### src/rtl/lego_ctrl_pkg.sv
// Shared definitions for the LegoFPGA 4-bit control port. Both the initiator
// (control_nibble_tx) and the receiver side import this package.
//   DEFAULT_SYNC_NIBBLE : first nibble of every frame
//   OP_*                : command opcode constants
//   tx_state_t          : initiator FSM states
//   xor_nibbles()       : frame checksum (XOR of all nibbles of a word)
package lego_ctrl_pkg;

  localparam logic [3:0] DEFAULT_SYNC_NIBBLE = 4'hA;

  localparam logic [3:0] OP_NOP = 4'h0;
  localparam logic [3:0] OP_RST = 4'h1;
  localparam logic [3:0] OP_RD  = 4'h2;
  localparam logic [3:0] OP_CFG = 4'h3;

  // Checksum input is opcode + payload, zero-extended; zero nibbles do not
  // change an XOR, so one fixed width serves every payload size up to 15.
  localparam int unsigned MAX_CSUM_NIBBLES = 16;
  localparam int unsigned CSUM_W           = 4 * MAX_CSUM_NIBBLES;

  typedef enum logic [1:0] {
    ST_IDLE   = 2'd0,
    ST_SEND   = 2'd1,
    ST_COMMIT = 2'd2
  } tx_state_t;

  function automatic logic [3:0] xor_nibbles(input logic [CSUM_W-1:0] data);
    logic [3:0] acc;
    acc = '0;
    for (int unsigned i = 0; i < MAX_CSUM_NIBBLES; i++) begin
      acc = acc ^ data[4*i +: 4];
    end
    return acc;
  endfunction

endpackage

### src/rtl/control_nibble_tx_if.sv
// Command + control-port bundle for the LegoFPGA control link.
//   cmd_opcode/cmd_payload/cmd_commit/cmd_valid/cmd_ready : host command handshake
//   control_data/control_valid/control_ready              : nibble stream to the board
// master = frame initiator (control_nibble_tx); slave = host/receiver side.
interface control_nibble_tx_if #(
  parameter int unsigned PAYLOAD_NIBBLES = 8
);
  logic [3:0]                   cmd_opcode;
  logic [4*PAYLOAD_NIBBLES-1:0] cmd_payload;
  logic                         cmd_commit;
  logic                         cmd_valid;
  logic                         cmd_ready;
  logic [3:0]                   control_data;
  logic                         control_valid;
  logic                         control_ready;

  modport master (
    input  cmd_opcode, cmd_payload, cmd_commit, cmd_valid, control_ready,
    output cmd_ready, control_data, control_valid
  );

  modport slave (
    output cmd_opcode, cmd_payload, cmd_commit, cmd_valid, control_ready,
    input  cmd_ready, control_data, control_valid
  );
endinterface

### src/rtl/ctrl_stall_timer.sv
// Stall watchdog for a valid/ready link.
//   clk, rst : clock, synchronous active-high reset
//   clear    : restart the count (handshake or new frame)
//   stall    : valid high while ready low this cycle
//   expired  : this stall cycle is the TIMEOUT_CYCLES-th consecutive one
// The counter saturates at TIMEOUT_CYCLES so it never wraps if the owner
// keeps stalling after expiry.
module ctrl_stall_timer #(
  parameter int unsigned TIMEOUT_CYCLES = 1024
) (
  input  logic clk,
  input  logic rst,
  input  logic clear,
  input  logic stall,
  output logic expired
);
  localparam int unsigned CNT_W = $clog2(TIMEOUT_CYCLES + 1);

  logic [CNT_W-1:0] count;

  always_ff @(posedge clk) begin
    if (rst || clear) begin
      count <= '0;
    end else if (stall && (count != CNT_W'(TIMEOUT_CYCLES))) begin
      count <= count + 1'b1;
    end
  end

  // Flag on the stall that brings the count to TIMEOUT_CYCLES, so the owner
  // can drop valid on the very next cycle.
  assign expired = stall && !clear && (count == CNT_W'(TIMEOUT_CYCLES - 1));

endmodule

### src/rtl/control_nibble_tx.sv
// Initiator side of the LegoFPGA 4-bit control port. Takes one command per
// handshake and sends it as SYNC, opcode, payload (MSB nibble first),
// checksum; optionally pulses start_config once the frame is accepted.
//   clk_125, sys_rst : clock, synchronous active-high reset
//   bus              : command handshake + nibble stream (master modport)
//   start_config     : one-cycle commit pulse after a committed frame
//   busy             : high outside IDLE
//   timeout_err      : sticky, set when a frame is aborted on a stall timeout
//   frames_sent      : completed frame count, wraps at 16 bits
module control_nibble_tx
  import lego_ctrl_pkg::*;
#(
  parameter int unsigned PAYLOAD_NIBBLES = 8,
  parameter int unsigned TIMEOUT_CYCLES  = 1024,
  parameter logic [3:0]  SYNC_NIBBLE     = DEFAULT_SYNC_NIBBLE
) (
  input  logic                 clk_125,
  input  logic                 sys_rst,
  control_nibble_tx_if.master  bus,
  output logic                 start_config,
  output logic                 busy,
  output logic                 timeout_err,
  output logic [15:0]          frames_sent
);
  localparam int unsigned FRAME_NIBBLES = PAYLOAD_NIBBLES + 3;
  localparam int unsigned IDX_W         = $clog2(FRAME_NIBBLES);
  localparam int unsigned PAY_W         = 4 * PAYLOAD_NIBBLES;
  localparam logic [IDX_W-1:0] LAST_IDX = IDX_W'(FRAME_NIBBLES - 1);

  tx_state_t        state;
  logic [3:0]       opcode_q;
  logic [PAY_W-1:0] payload_q;
  logic [3:0]       csum_q;
  logic             commit_q;
  logic [IDX_W-1:0] idx;
  logic [IDX_W-1:0] idx_nxt;
  logic [3:0]       nibble_nxt;

  logic accept_cmd;
  logic accept_nib;
  logic stall;
  logic stall_clear;
  logic stall_expired;

  assign accept_cmd  = (state == ST_IDLE) && bus.cmd_valid && bus.cmd_ready;
  assign accept_nib  = (state == ST_SEND) && bus.control_valid && bus.control_ready;
  assign stall       = (state == ST_SEND) && bus.control_valid && !bus.control_ready;
  assign stall_clear = accept_cmd || accept_nib;
  assign idx_nxt     = idx + 1'b1;

  // Nibble to present after the current one is accepted. control_data is a
  // register, so the frame is looked up one position ahead.
  always_comb begin
    nibble_nxt = csum_q;
    if (idx_nxt == IDX_W'(1)) begin
      nibble_nxt = opcode_q;
    end
    for (int unsigned k = 0; k < PAYLOAD_NIBBLES; k++) begin
      if (idx_nxt == IDX_W'(k + 2)) begin
        nibble_nxt = payload_q[PAY_W-4-4*k +: 4];
      end
    end
  end

  ctrl_stall_timer #(
    .TIMEOUT_CYCLES(TIMEOUT_CYCLES)
  ) u_stall_timer (
    .clk     (clk_125),
    .rst     (sys_rst),
    .clear   (stall_clear),
    .stall   (stall),
    .expired (stall_expired)
  );

  always_ff @(posedge clk_125) begin
    if (sys_rst) begin
      state             <= ST_IDLE;
      bus.cmd_ready     <= 1'b0;
      bus.control_valid <= 1'b0;
      bus.control_data  <= '0;
      start_config      <= 1'b0;
      busy              <= 1'b0;
      timeout_err       <= 1'b0;
      frames_sent       <= '0;
      idx               <= '0;
      opcode_q          <= '0;
      payload_q         <= '0;
      csum_q            <= '0;
      commit_q          <= 1'b0;
    end else begin
      start_config <= 1'b0;
      case (state)
        ST_IDLE: begin
          if (accept_cmd) begin
            opcode_q          <= bus.cmd_opcode;
            payload_q         <= bus.cmd_payload;
            commit_q          <= bus.cmd_commit;
            csum_q            <= xor_nibbles(CSUM_W'({bus.cmd_opcode, bus.cmd_payload}));
            timeout_err       <= 1'b0;
            idx               <= '0;
            bus.control_data  <= SYNC_NIBBLE;
            bus.control_valid <= 1'b1;
            bus.cmd_ready     <= 1'b0;
            busy              <= 1'b1;
            state             <= ST_SEND;
          end else begin
            bus.cmd_ready <= 1'b1;
          end
        end

        ST_SEND: begin
          if (accept_nib) begin
            if (idx == LAST_IDX) begin
              bus.control_valid <= 1'b0;
              frames_sent       <= frames_sent + 1'b1;
              if (commit_q) begin
                start_config <= 1'b1;
                state        <= ST_COMMIT;
              end else begin
                bus.cmd_ready <= 1'b1;
                busy          <= 1'b0;
                state         <= ST_IDLE;
              end
            end else begin
              idx              <= idx_nxt;
              bus.control_data <= nibble_nxt;
            end
          end else if (stall_expired) begin
            bus.control_valid <= 1'b0;
            timeout_err       <= 1'b1;
            bus.cmd_ready     <= 1'b1;
            busy              <= 1'b0;
            state             <= ST_IDLE;
          end
        end

        ST_COMMIT: begin
          bus.cmd_ready <= 1'b1;
          busy          <= 1'b0;
          state         <= ST_IDLE;
        end

        default: begin
          state <= ST_IDLE;
        end
      endcase
    end
  end

endmodule
### src/flat_wrapper.sv
// flat-port wrapper written by rule: the top's interface ports become plain ports
module control_nibble_tx_flat import lego_ctrl_pkg::*;
#(
  parameter int unsigned PAYLOAD_NIBBLES = 8,
  parameter int unsigned TIMEOUT_CYCLES  = 1024,
  parameter logic [3:0]  SYNC_NIBBLE     = DEFAULT_SYNC_NIBBLE
)
  (clk_125, sys_rst, start_config, busy, timeout_err, frames_sent, bus_cmd_opcode, bus_cmd_payload, bus_cmd_commit, bus_cmd_valid, bus_control_ready, bus_cmd_ready, bus_control_data, bus_control_valid);
  control_nibble_tx_if #(.PAYLOAD_NIBBLES(PAYLOAD_NIBBLES)) bus_i ();
  input  logic clk_125;
  input  logic sys_rst;
  output logic start_config;
  output logic busy;
  output logic timeout_err;
  output logic [15:0] frames_sent;
  input wire logic [$bits(bus_i.cmd_opcode)-1:0] bus_cmd_opcode;
  input wire logic [$bits(bus_i.cmd_payload)-1:0] bus_cmd_payload;
  input wire logic [$bits(bus_i.cmd_commit)-1:0] bus_cmd_commit;
  input wire logic [$bits(bus_i.cmd_valid)-1:0] bus_cmd_valid;
  input wire logic [$bits(bus_i.control_ready)-1:0] bus_control_ready;
  output wire logic [$bits(bus_i.cmd_ready)-1:0] bus_cmd_ready;
  output wire logic [$bits(bus_i.control_data)-1:0] bus_control_data;
  output wire logic [$bits(bus_i.control_valid)-1:0] bus_control_valid;
  assign bus_i.cmd_opcode = bus_cmd_opcode;
  assign bus_i.cmd_payload = bus_cmd_payload;
  assign bus_i.cmd_commit = bus_cmd_commit;
  assign bus_i.cmd_valid = bus_cmd_valid;
  assign bus_i.control_ready = bus_control_ready;
  assign bus_cmd_ready = bus_i.cmd_ready;
  assign bus_control_data = bus_i.control_data;
  assign bus_control_valid = bus_i.control_valid;
  control_nibble_tx #(.PAYLOAD_NIBBLES(PAYLOAD_NIBBLES), .TIMEOUT_CYCLES(TIMEOUT_CYCLES), .SYNC_NIBBLE(SYNC_NIBBLE)) u_core (.clk_125(clk_125), .sys_rst(sys_rst), .bus(bus_i), .start_config(start_config), .busy(busy), .timeout_err(timeout_err), .frames_sent(frames_sent));
endmodule
### config.mk
export PLATFORM = sky130hd
export DESIGN_NAME = control_nibble_tx_flat
export DESIGN_NICKNAME = d
export VERILOG_FILES = /design/src/rtl/lego_ctrl_pkg.sv /design/src/rtl/control_nibble_tx_if.sv /design/src/rtl/ctrl_stall_timer.sv /design/src/rtl/control_nibble_tx.sv /design/src/flat_wrapper.sv
export SDC_FILE = /design/constraint.sdc
export NUM_CORES = 1
export LEC_CHECK = 0
export ABC_AREA = 0
export BUFFER_PORTS_ARGS = -buffer_cell sky130_fd_sc_hd__buf_4
export CORE_MARGIN = 1
export CORE_UTILIZATION = 48
export DETAILED_ROUTE_END_ITERATION = 10
export GPL_TIMING_DRIVEN = 0
export PLACE_DENSITY = 0.67
export SLEW_MARGIN = 20
export SYNTH_ARGS = -nofsm -noshare
export SYNTH_HDL_FRONTEND = slang
export SYNTH_SLANG_ARGS = --single-unit
### constraint.sdc
create_clock -name clk_125 -period 3.8 [get_ports clk_125]
set_clock_uncertainty 0.2 [all_clocks]
set_input_delay 0.19 -clock clk_125 [delete_from_list [all_inputs] [get_ports clk_125]]
set_output_delay 0.19 -clock clk_125 [all_outputs]
set_load 0.05 [all_outputs]
==> impl_summary.md, run 1 <==
Run status
The flow ran to the end, but the final reports show violations. The checks that failed: DRC.

Die
From left edge to right edge, the die measures 97.7 µm. The core region is 8810 µm². The die covers 9550 µm². The initialized floorplan defines 34 standard-cell rows. The initial core utilization is 49.9%.

The floorplan die height is 97.7 µm. The number of placed I/O pins is 66.

CTS
Clock-pin slew was measured on the worst setup and hold paths at 0.09 ns. Counting the buffers created by CTS gives 9. Buffers added to address setup during post-CTS repair amount to 0. The CTS tree is built. The insertion delay to the later sink of the worst-skew pair is 0.36 ns. The H-tree was split into 3 levels. The cell at the root of the clock tree is clkbuf_8. The clock net sink count is 83. The number of cells upsized or downsized after cts is 0. The maximum buffer depth of the clock tree is 2.

Pwr
In this run the power density over the cells is 361 nW/µm². VDD sags by at most 0.298 mV. Total power for the finished layout comes to 2.04 mW.

Summed over all cells, the static leakage comes to 2.14 nW.

Global route
The first-pass GRT wire length is 20.2 mm. The number of global-route vias before repair is 4167. The total congestion overflow is 0. Entering global routing, the biggest net connects 16 pins. The initial antenna violation count is 0. The overall fraction of global-route tracks in use is 26.4%.

Detailed routing
In this run the remaining antenna-violating nets after routing total 0. The mean number of vias per cell is 5.61. The wire length on met1 is 5.30 mm. The DRC violations left is 4.

The first-pass detailed-route iteration total is 8. The total number of vias is 4337. The total length of routed wires is 12.1 mm.

After detailed routing, the met2 layer carries 5.89 mm of wire. Summed over all nets, wire length on met3 after detailed routing comes to 597 µm. After the first detailed-routing iteration, the DRC count stood at 216. The highest metal layer carrying signal wires in the routed design is met4. After detailed routing, the average wire length per cell comes to 15.6 µm.

Place
The final weighted congestion in routability-driven placement is 0.912. In this run the cell area measured after placement is 5020 µm². Including well taps, the total number of placed cells is 719. The half-perimeter wire length after placement is 8.57 mm.

Port buffering added 65 buffers.

STA
Setup repair after global routing left no endpoint under its margin. The final critical path time including I/O delays and setup is 2.81 ns. The headroom to the max-slew limit is 41.5%.

The maximum operating frequency is 356 MHz. The number of pins with negative max-slew slack in the final report came to 0. Setup violations remaining at the end of the flow were counted as 0. The hold violation count in the final report was 0. The total negative slack for setup checks is 0 ns. The slew of the pin with the lowest slew margin is 0.868 ns. The worst path uses 74.0% of the clock period.

Worst setup path
The element type at the critical path start is a flip-flop. The startpoint identified for the worst register-to-register timing path is u_core.idx[0]. The critical path in this run is classified as reg2reg. The critical path startpoint is u_core.idx[0]. The critical path data required time is 3.91 ns. For the worst setup path, the data arrival time is 2.92 ns. The maximum fanout count along the critical path is 10. The worst setup path is captured at a flip-flop.

Layout
The area growth from synthesis to layout is 28.4%. The library cell used most frequently in the layout, excluding fill and tap cells, is nand2_1. In the final layout, the share of cells above drive strength 1 is 14.6%. Summing all non-filler instances in the final layout gives an area of 5650 µm². Leaving out fill and tap cells, the most frequent cells in the layout are nand2_1 (93), dfxtp_1 (83), buf_4 (65), a21oi_1 (59), nor2_1 (40). 0 antenna diodes ended up in the layout. Once layout is complete, the cells apart from fillers number 773. The net count of the finished layout is 711.

Synth
The synthesized net count is 597. Of all flip-flops after synthesis, the portion carrying an async set or reset was 0%. The largest total area in the synthesized netlist belongs to dfxtp_1. By area the synthesized netlist is led by dfxtp_1 (38%), nand2_1 (7.9%), xnor2_1 (7.4%), a21oi_1 (6.7%), nor2_1 (3.4%).

The most frequently used flop master after synthesis is dfxtp_1. In this run, synthesis inferred 0 flip-flops with an integrated enable. The mapped netlist covers 4400 µm². The area share of the largest cell type after synthesis is 37.8%. The synthesized area divided by synthesized cell count is 8.05 µm².

The register bit total from synthesis is 83. The synthesized netlist contains 62 unique library cells. The count of warnings emitted by yosys is 0. The gate count of the mapped netlist is 546. The portion of the post-synthesis area used by sequential elements is 37.8%.

Worst hold path
The worst hold path begins at bus_cmd_valid. The worst hold path belongs to the class in2reg.

Flow run
The number of maximum-capacitance constraint violations is 0.
==> layout make-up <==
| type | instances | area (µm²) |
|---|---|---|
| sequential | 83 | 1660 |
| multi-input combinational | 415 | 2550 |
| inverter | 16 | 60.1 |
| tap | 108 | 135 |
| clock buffer | 9 | 124 |
| buffer | 32 | 128 |
| fill | 767 | 3160 |
| clock inverter | 7 | 123 |
| timing repair buffer | 103 | 868 |
==> timing repair <==
action	in CTS	in global routing
hold buffers	38	0
endpoints found under the hold margin	39	0
endpoints found under the setup margin	0	0
==> cells in the mapped netlist, drive strengths merged (2+ instances only) <==
master   count
a2111oi      3
a211o        2
a211oi       3
a21boi       2
a21oi       60
a22o         2
a22oi        2
a311o        4
a31oi        2
a32o         4
and2         6
and3         5
and3b        3
and4         3
buf          6
clkbuf      26
dfxtp       83
ha          10
inv         16
mux2i        3
nand2       93
nand2b       7
nand3        9
nand3b       7
nand4       13
nor2        40
nor2b        4
nor3        13
nor3b        3
nor4         5
o211ai       3
o21ai       15
o21bai       4
o22ai        2
o31ai        7
or3          7
or4b         2
xnor2       37
xor2        15
==> registers in the layout (all words and copies together), names as in the netlist <==
name,cells
u_core.payload_q,32
u_core.frames_sent,16
u_core.u_stall_timer.count,11
u_core.bus.control_data,4
u_core.csum_q,4
u_core.idx,4
u_core.opcode_q,4
u_core.state,2
u_core.bus.cmd_ready,1
u_core.bus.control_valid,1
u_core.busy,1
u_core.commit_q,1
u_core.start_config,1
u_core.timeout_err,1
==> power by group <==
| group | internal, mW | switching, mW |
|---|---|---|
| Clock | 0.441 | 0.347 |
| Sequential | 0.904 | 0.0220 |
| Combinational | 0.147 | 0.176 |
| Total | 1.49 | 0.545 |
==> cell families after synthesis <==
kind of cell	count (synthesis)	synth area share, %
buffers and inverters	48	4.27
xor gates and xnor gates	52	10.4
muxes	3	0.683
and+or+nand+nor	224	25.1
DFF	83	37.8
AOI/OAI and AO/OA	126	19.0
adders and majority gates	10	2.85
==> worst max-delay path: stages (launching register included) <==
cell	delay (ns)
dfxtp_1	0.52
inv_1	0.11
ha_1	0.21
buf_2	0.20
clkbuf_1	0.27
nand3b_1	0.19
nand3b_1	0.30
a2111oi_0	0.51
a32o_1	0.25
==> through the flow <==
step / utilization (%) / setup slack [ns] / hold WS, ns
2_1_floorplan: - / 1.43 / 0.126
3_3_place_gp: 57.0 / 1.14 / 0.239
3_5_place_dp: 57.0 / 1.03 / 0.244
4_1_cts: 64.1 / 1.02 / 0.133
5_1_grt: 64.1 / 0.798 / 0.226
6_report: 64.1 / 0.988 / 0.144
==> final timing paths <==
path                                              endpoint  depth (start not counted)  slack [ns]
worst max-delay path            u_core.bus.control_data[0]                          8        0.99
worst min-delay path              u_core.bus.control_valid                          4        0.14
worst max register to register  u_core.bus.control_data[0]                          8        0.99
worst min register to register        u_core.payload_q[29]                          2        0.25
==> per-layer routing <==
layer,vias up,GRT usage [%]
met3,19,4.03
met4,0,9.09
li1,2132,-
met2,142,45.7
met1,2044,33.6
met5,-,0
No activity file was read; power rests on OpenSTA's default activity.
==> inputs of run 2 (changes only) <==
Settings changed: ABC_AREA 0 to 1.
Clock period 3.8 ns to 2.9 ns, I/O delays scaled along.
==> run 2 against run 1 <==
  * The run now ends clean
  * Synthesized cell count rose by 6.8%
  * Sequential power rose by 48%
  * Count of clock-buffer cells in the layout rose by 1
  * Clock power rose by 5.2%
  * Sequential share of layout area rose by 1.5 points
  * Largest cell class unchanged
==> impl_summary.md, run 2 <==
STA
The worst path needs 2.61 ns of the cycle, external delays included. Hold timing on the final database bottoms out at a slack of 0.0523 ns. The number of pins with negative max-slew slack in the final report came to 0. The headroom to the max-slew limit is 41.2%.

Adding up every negative setup slack in the final design gives 0 ns. Of the available clock period, the critical path in the final layout requires 89.9%. For the pin with the worst max-slew slack, the measured transition is 0.875 ns. The hold violation count in the final report came to 0.

The maximum operating frequency is 384 MHz. Setup repair after global routing left no endpoint under its margin. The count of endpoints failing setup in the final report is 0.

Worst hold path
The path with the worst hold slack has its endpoint at u_core.frames_sent[6]. In this run the worst hold path is classified as in2reg. The worst hold path begins at sys_rst.

The cell depth of the worst min-delay path is 2.

Layout
Leaving out fill and tap cells, the most frequent cell in the layout is dfxtp_1. Relative to the synthesized area, the layout overhead comes to 27.8%. Leaving out fill and tap cells, the most frequent cells in the layout are dfxtp_1 (83), inv_1 (77), o21ai_0 (74), nand2_1 (71), buf_4 (64). The flip-flop count of the largest register, all copies and words added is 32.

The net count of the finished layout is 746. The register ranked first by flip-flop count is u_core.payload_q. After filler insertion, the fill cell instance count of the layout stands at 776. In the final layout, the registers with the most flip-flops are u_core.payload_q (32), u_core.frames_sent (16), u_core.u_stall_timer.count (11). The post-route netlist has 16.2% of its cells at a drive strength greater than 1. The repair_antennas step left the layout with diodes totalling 0.

Synth
The number of different library cells used by synthesis comes to 37. The cell type with the largest total area after synthesis is dfxtp_1. The fraction of synthesis flops using an asynchronous set or reset pin is 0%. The gate count of the mapped netlist is 583.

The most frequently used flop master after synthesis is dfxtp_1. The synthesized design contains 83 register bits. Summing the areas of all compound-gate instances in the mapped netlist gives 18.4% of the synthesized area.

In this run the cell area of the synthesized design comes to 4210 µm². The synthesized area divided by synthesized cell count is 7.22 µm². In the post-synthesis netlist, the cell with the most instances is dfxtp_1. The commonest cells after synthesis are dfxtp_1 (83), inv_1 (77), o21ai_0 (74), nand2_1 (71), a21oi_1 (56). The share of synthesized cell area in full adder, half adder and majority cells is 2.97%. The largest family of logic cells by synthesized area is simple AND/OR/NAND/NOR gates. Summing the sequential cell areas from Yosys gives 39.5% of the chip area. In this run, synthesis inferred 0 flip-flops with an integrated enable. The share of synthesized area spent on multiplexers is 0%. The xor and xnor fraction of the mapped netlist area is 6.63%. By area the synthesized netlist is led by dfxtp_1 (39%), o21ai_0 (8.8%), inv_1 (6.9%), a21oi_1 (6.7%), nand2_1 (6.3%). The count of warnings emitted by yosys is 0. The area share of the largest cell type after synthesis is 39.5%. Of the total synthesized cell area, the portion taken by AND, OR, NAND and NOR gates is 22.8%. The synthesized net count is 634.

Pwr
Of the total power, registers draw 44.6%. The analysis attributes to cell leakage a power of 2.27 nW. The power spent charging and discharging nets is 1.05 mW. Net switching is 34.1% of the power. Combinational logic is responsible for 28.4% of the overall power. The internal power of the cells is 2.02 mW.

The worst vdd rail ir drop is 0.318 mV. In this run the power density over the cells is 570 nW/µm². The part of the power in the clock network is 27.0%.

Worst setup path
Across all register-to-register paths, the minimum setup slack is 0.29 ns. Traced cell by cell, the critical path runs through inv_1, ha_1, and3_1, buf_2, inv_2, clkbuf_1, clkbuf_1, a21oi_1. The critical path in this run is classified as reg2reg. The peak per-stage delay on the critical path is 0.47 ns. The source of the worst register-to-register timing path is u_core.state[0]. The logic depth of the worst register-to-register path is 8.

The maximum fanout count along the critical path is 10. The cell type with the highest occurrence count on the critical path is clkbuf_1. Data on the critical path is required at its endpoint by 2.91 ns. The endpoint identified for the worst register-to-register timing path is u_core.commit_q. The data arrival time at the worst-slack endpoint is 2.62 ns. The critical path capture point type is a flip-flop.

STA classifies the critical path startpoint as a flip-flop. The critical path's slowest cell is clkbuf_1.

Die
After floorplanning, the core was divided into 33 placement rows. The placeable core region is 8340 µm². The die is 95.6 µm tall. The width of the die is 95.6 µm. The die covers 9150 µm². The number of placed I/O pins is 66. Once the floorplan was initialized, standard cells occupied 50.5% of the core.

CTS
TritonCTS built the clock tree. The maximum buffer depth of the clock tree is 2. CTS built an H-tree with a depth of 3. The total CTS buffers is 9. The cell at the root of the clock tree is clkbuf_8. Clock latency on the worst-skew pair, taken at its later pin, is 0.35 ns. The tree built by TritonCTS fans out to 83 sinks. Clock-pin slew was measured on the worst setup and hold paths at 0.08 ns.

Detailed routing
The total length of routed wires is 11.2 mm. The routed layout has 4197 vias. The routed wirelength normalized by instance count is 14.0 µm. The count of nets left with antenna violations once routing finished came out at 0. The first-pass detailed-route iteration total is 5.

The DRC violations left is 0. The detailed router's first-iteration violation count is 249. The mean number of vias per cell is 5.23.

Global route
The number of global-route vias before repair is 3833. Entering global routing, the biggest net connects 14 pins. The initial antenna violation count is 0.

The overall fraction of global-route tracks in use is 26.2%. The total congestion overflow is 0. The first global-routing pass estimated 18.0 mm of wire.

Place
The number of I/O port buffers is 64. At the end of routability-driven placement, the weighted congestion stood at 0.877. The HPWL after detailed placement is 8.25 mm.

Run status
The run finished with clean final reports.

Flow run
Max-cap violations in this run came to 0.
==> run 2: critical path, delay by kind of cell (launching register included) <==
kind                     cells  cell delay, ns
AO/OA/AOI/OAI                1            0.14
flip-flops                   1            0.40
buffers and inverters        5            1.32
AND/OR/NAND/NOR              1            0.16
adder cells (fa/ha/maj)      1            0.25
==> run 2: power groups by stage <==
stage	clock, mW	sequential (mW)	combinational, mW
floorplan	0	1.47	0.465
global placement	0	1.39	0.803
detailed placement	0	1.39	0.819
CTS	0.840	1.37	0.863
global route	0.894	1.38	0.957
finish	0.829	1.37	0.870
==> run 2: cell type report <==
class	count	area, µm²	share of cell area [%]
multi-input combinational	392	2140	39.7
sequential	83	1660	30.9
timing repair buffer	101	851	15.8
inverter	91	344	6.40
clock buffer	10	138	2.56
tap	105	131	2.44
buffer	17	65.1	1.21
clock inverter	4	51.3	0.953
==> run 2: kinds of logic (layout without fill, tap and decap cells) <==
logic type	count (synthesis)	count (layout)
buffers and inverters	108	223
AND/OR/NAND/NOR	201	201
AO/OA/AOI/OAI	150	150
adder cells (fa/ha/maj)	10	10
flip-flops	83	83
XOR/XNOR	31	31
==> run 2: worst max-delay path by stage <==
stage | startpoint | to | slack (ns) | cells past startpoint
floorplan | u_core.frames_sent[3] | u_core.frames_sent[15] | 0.57 | 11
global placement | u_core.state[0] | u_core.payload_q[23] | 0.33 | 8
detailed placement | u_core.state[0] | u_core.payload_q[17] | 0.36 | 8
CTS | u_core.state[0] | u_core.commit_q | 0.34 | 8
global route | u_core.state[0] | u_core.bus.control_data[2] | 0.1 | 14
finish | u_core.state[0] | u_core.commit_q | 0.29 | 8
==> run 2: timing repair <==
action                    in CTS  in global routing
hold endpoints to repair      37                  0
setup buffers                  0                  0
gates resized for setup        0                  0
hold buffers                  37                  0
==> run 2: routing by layer <==
metal | vias to the layer above | track usage (%) | routed length (µm)
met2 | 123 | 41.9 | 5230
met4 | 0 | 10.3 | 194
met1 | 1939 | 34.1 | 5140
met3 | 17 | 5.82 | 670
met5 | - | 0 | 0
li1 | 2118 | - | -
==> run 2: per-stage QoR <==
step                      area (µm²)  util [%]  worst slack, ns  cells  total power [mW]
after detailed placement        4820      57.8            0.363    752              2.21
after CTS                       5380      64.5            0.336    803              3.07
final                           5380      64.5            0.294    803              3.07
after global routing            5380      64.5           0.0964    803              3.24
after floorplan                 4210         -            0.574    583              1.93
after global placement          4820      57.8            0.330    752              2.19
